`src/rtl/led_mmio_port.sv`:
```
// Memory-mapped LED port: LED register with set/clear/toggle aliases and a blink engine.
// Optional LED_PWM_EN adds a duty-cycle register at 0x1C gating every LED output.
module led_mmio_port #(
  parameter logic [31:0]       BASE_ADDR = 32'h0000_1000,
  parameter int unsigned       N_LEDS    = 8,
  parameter logic [N_LEDS-1:0] LED_RESET = '0
) (
  input  logic              clk,
  input  logic              rst,
  input  logic              req,
  input  logic              we,
  input  logic [31:0]       addr,
  input  logic [31:0]       wdata,
  output logic [31:0]       rdata,
  output logic              ack,
  output logic [N_LEDS-1:0] leds
);

  logic [N_LEDS-1:0] led_q, led_d, mask_q, mask_d, leds_q, leds_d;
  logic [23:0]       div_q, div_d, cnt_q, cnt_d;
  logic              phase_q, phase_d;
  logic              ack_q;
  logic [31:0]       rdata_q, rdata_d;
  logic              start, hit, wr, div_wr;
  logic [2:0]        off;
  logic [N_LEDS-1:0] wd;

`ifdef LED_PWM_EN
  logic [7:0] pwm_q, pwm_d, pcnt_q, pcnt_d;
`endif

  // A request still high in the ack cycle is not a new transaction yet.
  assign start = req & ~ack_q;
  assign hit   = (addr[31:5] == BASE_ADDR[31:5]);
  assign off   = addr[4:2];
  assign wr    = start & we & hit;
  assign wd    = wdata[N_LEDS-1:0];

  logic unused_bits;
  assign unused_bits = ^{addr[1:0], wdata[31:24]};

  always_comb begin
    led_d  = led_q;
    mask_d = mask_q;
    div_d  = div_q;
    div_wr = 1'b0;
`ifdef LED_PWM_EN
    pwm_d  = pwm_q;
`endif
    if (wr) begin
      case (off)
        3'd0: led_d  = wd;
        3'd1: led_d  = led_q | wd;
        3'd2: led_d  = led_q & ~wd;
        3'd3: led_d  = led_q ^ wd;
        3'd4: mask_d = wd;
        3'd5: begin
          div_d  = wdata[23:0];
          div_wr = 1'b1;
        end
`ifdef LED_PWM_EN
        3'd7: pwm_d  = wdata[7:0];
`endif
        default: ;
      endcase
    end
  end

  // Blink counter; a divider write restarts the period from phase 0.
  always_comb begin
    cnt_d   = cnt_q;
    phase_d = phase_q;
    if (div_wr) begin
      cnt_d   = '0;
      phase_d = 1'b0;
    end else if (div_q == 24'd0) begin
      cnt_d   = '0;
      phase_d = 1'b0;
    end else if (cnt_q == div_q - 24'd1) begin
      cnt_d   = '0;
      phase_d = ~phase_q;
    end else begin
      cnt_d   = cnt_q + 24'd1;
    end
  end

  always_comb begin
    rdata_d = '0;
    if (start && !we && hit) begin
      case (off)
        3'd0, 3'd1, 3'd2, 3'd3: rdata_d[N_LEDS-1:0] = led_q;
        3'd4:                   rdata_d[N_LEDS-1:0] = mask_q;
        3'd5:                   rdata_d[23:0]       = div_q;
        3'd6:                   rdata_d[0]          = phase_q;
`ifdef LED_PWM_EN
        3'd7:                   rdata_d[7:0]        = pwm_q;
`endif
        default: ;
      endcase
    end
  end

`ifdef LED_PWM_EN
  assign pcnt_d = pcnt_q + 8'd1;
  always_comb begin
    leds_d = led_d ^ (mask_d & {N_LEDS{phase_d}});
    if (!(pcnt_d < pwm_d)) leds_d = '0;
  end
`else
  always_comb begin
    leds_d = led_d ^ (mask_d & {N_LEDS{phase_d}});
  end
`endif

  always_ff @(posedge clk or posedge rst) begin
    if (rst) begin
      ack_q   <= 1'b0;
      rdata_q <= '0;
      led_q   <= LED_RESET;
      mask_q  <= '0;
      div_q   <= '0;
      cnt_q   <= '0;
      phase_q <= 1'b0;
      leds_q  <= LED_RESET;
    end else begin
      ack_q   <= start;
      rdata_q <= rdata_d;
      led_q   <= led_d;
      mask_q  <= mask_d;
      div_q   <= div_d;
      cnt_q   <= cnt_d;
      phase_q <= phase_d;
      leds_q  <= leds_d;
    end
  end

`ifdef LED_PWM_EN
  always_ff @(posedge clk or posedge rst) begin
    if (rst) begin
      pwm_q  <= 8'hFF;
      pcnt_q <= '0;
    end else begin
      pwm_q  <= pwm_d;
      pcnt_q <= pcnt_d;
    end
  end
`endif

  assign ack   = ack_q;
  assign rdata = rdata_q;
  assign leds  = leds_q;

endmodule

```
`config.mk`:
```
export PLATFORM = sky130hd
export DESIGN_NAME = led_mmio_port
export DESIGN_NICKNAME = d
export VERILOG_FILES = /design/src/rtl/led_mmio_port.sv
export SDC_FILE = /design/constraint.sdc
export NUM_CORES = 1
export LEC_CHECK = 0
export CAP_MARGIN = 20
export CORE_MARGIN = 2
export CORE_UTILIZATION = 47
export DETAILED_ROUTE_END_ITERATION = 12
export GPL_ROUTABILITY_DRIVEN = 1
export PLACE_DENSITY_LB_ADDON = 0.05
export SYNTH_ARGS = -nofsm -noshare
export SYNTH_HDL_FRONTEND = slang
export SYNTH_SLANG_ARGS = --single-unit
```
`constraint.sdc`:
```
create_clock -name clk -period 3.4 [get_ports clk]
set_input_delay 0.85 -clock clk [delete_from_list [all_inputs] [get_ports clk]]
set_output_delay 0.85 -clock clk [all_outputs]
set_load 0.03 [all_outputs]
```
==> Word level (Yosys, flattened, before mapping) <==
Cells that the tools add are included.
{ "word_totals": {"regBits": 98, "mem_count": 0, "ram_bits": 0, "rom_bits": 0, "elab_cells": 52, "output_inout_bits": 41, "latch_bits": 0, "inputBits": 68} }
{ "op_classes": {"multipliers": 0, "shifts": 0, "bitwise_logic": 11, "mux": 16, "n_reduce_logical": 7, "div": 0, "eq_ne": 8, "order_cmp": 0, "add_sub_neg": 2} }
{ "ops": {"columns": ["cell", "n"], "rows": [
  ["$mux W24", 4],
  ["$pmux W8 S4", 1],
  ["$eq A27 B8 Y1 const B", 1],
  ["$add A24 B1 Y24 const B", 1],
  ["$eq A24 B24 Y1", 1],
  ["$logic_not A24 Y1", 1],
  ["$mux W8", 3],
  ["$sub A24 B1 Y24 const B", 1],
  ["$pmux W7 S3", 1],
  ["$and A8 B8 Y8", 2],
  ["$mux W16", 1],
  ["$xor A8 B8 Y8", 2],
  ["$eq A3 B3 Y1 const B", 3],
  ["$not A8 Y8", 1],
  ["$or A8 B8 Y8", 1],
  ["$eq A3 B2 Y1 const B", 2],
  ["$mux W1", 5],
  ["$pmux W1 S4", 1],
  ["$reduce_or A4 Y1", 1],
  ["$and A1 B1 Y1", 3],
  ["$eq A3 B1 Y1 const B", 1],
  ["$logic_not A3 Y1", 1],
  ["$logic_and A1 B1 Y1", 2],
  ["$not A1 Y1", 2],
  ["2 further kinds", 2]
]} }

==> Depth between registers and ports, before layout <==
{ "depth": {"word_depth": 8, "ltp_mapped": 14, "ltp_nobuf": 10} }

==> Worst setup path after synthesis <==
OpenSTA, ideal clock, no wires.
{ "synth_path": {"path_kind": "reg-to-reg", "from": "register div_q[7]", "to": "register cnt_q[19]", "setup_time_ns": 0.069, "path_buffers": 4, "t_required_ns": 3.331, "stages_incl_launch_ff": 13, "period_less_slack_ns": 2.965, "setup_slack_ns": 0.435, "arrival_ns": 2.896, "path_cell_list": "dfrtp_1 > or4_1 > buf_2 > or4_4 > o2111ai_1 > o31ai_1 > o311a_1 > and4_4 > buf_6 > nand2b_4 > buf_6 > buf_6 > nor2_2"} }
{ "synth_via": {"elab_chain_len": 5, "word_cells_on_any_way": 6, "cone_classes": "add/sub (1); eq/ne (1); mux (3); reduce/logical (1)"} }
{ "synth_lines": {"columns": ["item", "line_no", "text"], "rows": [
  ["start: declaration", "20", "logic [23:0] div_q, div_d, cnt_q, cnt_d;"],
  ["start signal: assignment", "130", "div_q <= div_d;"],
  ["$sub A24 B1 Y24", "79", "end else if (cnt_q == div_q - 24'd1) begin"],
  ["$eq A24 B24 Y1", "79", null],
  ["$mux W24", "79", null],
  ["$mux W24 (*)", "76", "end else if (div_q == 24'd0) begin"],
  ["$mux W24 (*)", "73", "if (div_wr) begin"],
  ["net cnt_d[19]", "20", null],
  ["end signal: assignment", "131", "cnt_q <= cnt_d;"],
  ["end: declaration", "20", null]
]} }
The timed path passes the listed nets; every way through them passes the cells marked *.
A chain may end at the register's enable or synchronous reset.

==> Final worst setup path <==
{ "layout_path": {"from": "register div_q[7]", "to": "register leds_q[7], in the netlist leds[7]"} }
{ "layout_via": {"elab_chain_len": 7, "word_cells_on_any_way": 8, "cone_classes": "add/sub (1); eq/ne (1); mux (3); bitwise (2); reduce/logical (1)"} }
{ "layout_lines": {"columns": ["item", "line_no", "text"], "rows": [
  ["$sub A24 B1 Y24", "79", null],
  ["$eq A24 B24 Y1", "79", null],
  ["$mux W1", "79", null],
  ["$mux W1 (*)", "76", null],
  ["$mux W1 (*)", "73", null],
  ["$and A8 B8 Y8 (*)", "111", "leds_d = led_d ^ (mask_d & {N_LEDS{phase_d}});"],
  ["$xor A8 B8 Y8 (*)", "111", null],
  ["net leds_d[7]", "19", "logic [N_LEDS-1:0] led_q, led_d, mask_q, mask_d, leds_q, leds_d;"],
  ["end signal: assignment", "133", "leds_q <= leds_d;"],
  ["end: declaration", "19", null]
]} }
Marks and branches as above.

==> metrics.md <==
| Metric | Value |
|---|---|
| RSZ-0062 raised after global routing | no |
| Worst-path fanout max | 11 |
| H-tree depth | 3 |
| Slew Viols, Final | 0 |
| Final WL | 12.7 mm |
| Register bit total from synthesis | 98 |
| Hold Vio Cnt, Final | 0 |
| CTS tree | done |
| I/O Buffers | 90 |
| First-pass GRT wire length | 21.3 mm |
| Post-synth EDFFs | 0 |
| Cell count after synthesis | 549 |
| Top FF cell, synth | dfrtp_1 |
| Nets | 731 |
| Average size of a mapped cell | 10.2 um^2 |
| Ys Warns | 0 |
| Via density per instance | 5.37 |
| Vias in the first global route | 4431 |
| Slew Limit Headroom | 51.2% |
| Final Cell Area | 7050 um^2 |
| Critical path's slowest cell | or4_1 |
| Die height | 113 um |
| Die X | 113 um |
| Failing checks | DRC |
| P&R area growth vs syn | 25.7% |
| Largest net degree at the start of global routing | 57 |
| Worst setup EP type | flip-flop |
| Worst-Margin Slew | 0.732 ns |
| Commonest cells after routing, fill and taps aside | dfrtp_1 (98), clkdlybuf4s50_1 (90), nor2_1 (58), inv_1 (40), xnor2_1 (32) |
| Post-route ant nets | 0 |
| CP cell instances | or4_1 > or4_4 > nor4_1 > o311a_1 > and4_4 > mux2i_1 > xnor2_1 |
| P_leak | 0.00319 uW |
| Layout cells sized above 1 | 14.3% |
| WL/cell | 16.0 um |
| Arrival time worst endpoint | 3.43 ns |
| Setup slack at placement | 0.172 ns |
| CP peak stage delay | 0.70 ns |
| Crit path setup slack, layout | 0.241 ns |
| Root Driver | clkbuf_16 |
| Clock transition at path regs | 0.07 ns |
| Worst endpoint required time | 3.67 ns |
| Asr flop ratio synth | 100% |
| Fin crit share | 92.9% |
| CTS Buf Count | 9 |
| Initial core utilization | 48.7% |
| Minimum clock period | 3.16 ns |
| Max Cap Violations | 0 |
| CP Launch Type | flip-flop |
| Register area share after synthesis | 43.8% |
| Hold Path Class | reg2reg |
| Total power | 2520 uW |
| Initial drt markers | 210 |
| Core ar. | 11500 um^2 |
| Drt first pass iters | 8 |
| CTS sink count | 98 |
| I/O pin total | 109 |
| Initial antenna violation count | 0 |
| Fmax | 317 MHz |
| Post-DP HPWL | 9.27 mm |
| Setup TNS | 0 ns |
| Drc violations | 4 |
| Status | complete, but fails checks |
| Area post-placement | 6680 um^2 |
| Gpl congestion | 0.784 |
| FP Rows | 39 |
| Hold_ws | 0.452 ns |
| VDD IR max | 0.325 mV |
| PwrDens | 357 nW/um^2 |
| Grt total ovfl | 0 |
| Leading cell type in the layout, fill and taps excluded | dfrtp_1 |
| Worst-Skew Late Latency | 0.35 ns |
| Vias post-DR | 4258 |
| GRT Total Usage | 20.9% |
| Setup CP Type | reg2reg |
| Final Skew | 0.00553 ns |
| CTS max path bufs | 2 |
| Synthesized area | 5600 um^2 |
| Antenna cells | 0 |
| Setup Viol. Count Final | 0 |
| Count of different cell masters after synthesis | 54 |
| Die area | 12800 um^2 |
## stage by stage
stage	instances	utilization, %
after floorplan	556	-
after global placement	776	58.0
after detailed placement	776	58.0
after CTS	792	61.1
after global routing	793	61.2
final	793	61.2
## logic make-up (layout without fill, tap and decap cells)
logic type,after synthesis,in the layout,share of synthesized area (%)
mux,54,54,12.1
simple gates,198,199,19.4
other cells,1,8,0.0669
buf+inv,74,167,6.09
flops,98,98,43.8
xor+xnor,55,55,8.60
fa+ha+maj,18,18,4.02
compound gates,51,51,5.96
## where the power goes
part | leakage, uW | switching, uW | internal, uW
Sequential | 0.00125 | 0.479 | 1170
Clock | 0.000165 | 448 | 740
Combinational | 0.00177 | 73.9 | 88.5
Total | 0.00319 | 522 | 1990
## layer usage
layer / track usage, % / up-vias / wire, um
met5: 0 / - / 0
li1: - / 2052 / -
met3: 4.98 / 8 / 571
met4: 5.45 / 0 / 97
met2: 36.4 / 82 / 6400
met1: 26.1 / 2116 / 5630
## synth_stat cells, drive strengths merged, types with 3 or more instances
cell type | n | area [um^2]
mux2 | 28 | 315
nor2b | 7 | 43.8
inv | 41 | 154
xnor2 | 32 | 280
nor2 | 69 | 284
nand4 | 4 | 25.0
and2 | 19 | 119
or4 | 3 | 26.3
and3b | 4 | 35.0
or3 | 3 | 18.8
nand2 | 23 | 86.3
buf | 18 | 131
o21ai | 20 | 100
mux2i | 18 | 180
and3 | 4 | 25.0
ha | 18 | 225
clkbuf | 15 | 56.3
nor4 | 13 | 93.8
nand2b | 5 | 38.8
nand3b | 6 | 45.0
mux4 | 8 | 180
a2bb2oi | 7 | 61.3
a21oi | 6 | 30.0
dfrtp | 98 | 2450
and4 | 8 | 72.6
nand3 | 14 | 70.1
o211ai | 3 | 22.5
xor2 | 23 | 201
nor3 | 10 | 55.1
## area by class of cell
class	instances	area [um^2]
Clock buffer	10	239
Fill cell	1005	4470
Multi-Input combinational cell	385	2850
Timing Repair Buffer	110	1050
Inverter	41	158
Tap cell	143	179
Sequential cell	98	2450
Clock inverter	6	114
## flip-flops by register name, indices dropped and copies added (netlist names)
name / cells
phase_q: 1
div_q: 24
leds: 8
rdata: 24
mask_q: 8
cnt_q: 24
ack: 1
led_q: 8
## critical path: cells and delay by family, from the launching register on
kind,cells,cell delay (ns)
compound gates,1,0.22
xor+xnor,1,0.15
flops,1,0.39
mux,1,0.30
simple gates,4,2.01
## path summary, 6_finish.rpt
path / from / end / slack [ns] / cells past startpoint
setup / recovery: div_q[7] / leds[7] / 0.24 / 7
hold / removal: ack / ack / 0.45 / 1
setup reg to reg: div_q[7] / leds[7] / 0.24 / 7
hold reg to reg: ack / ack / 0.45 / 1
max in group asynchronous: rst / cnt_q[20] / 1.82 / 3
min in group asynchronous: rst / rdata[6] / 1.02 / 3
## repair_timing
item | CTS | global route
buffers inserted | 0 | 0
endpoints found under the setup margin | 0 | 17
hold buffers | 0 | 0
resized for setup | 0 | 1
Power figures use the tool's default switching activity.
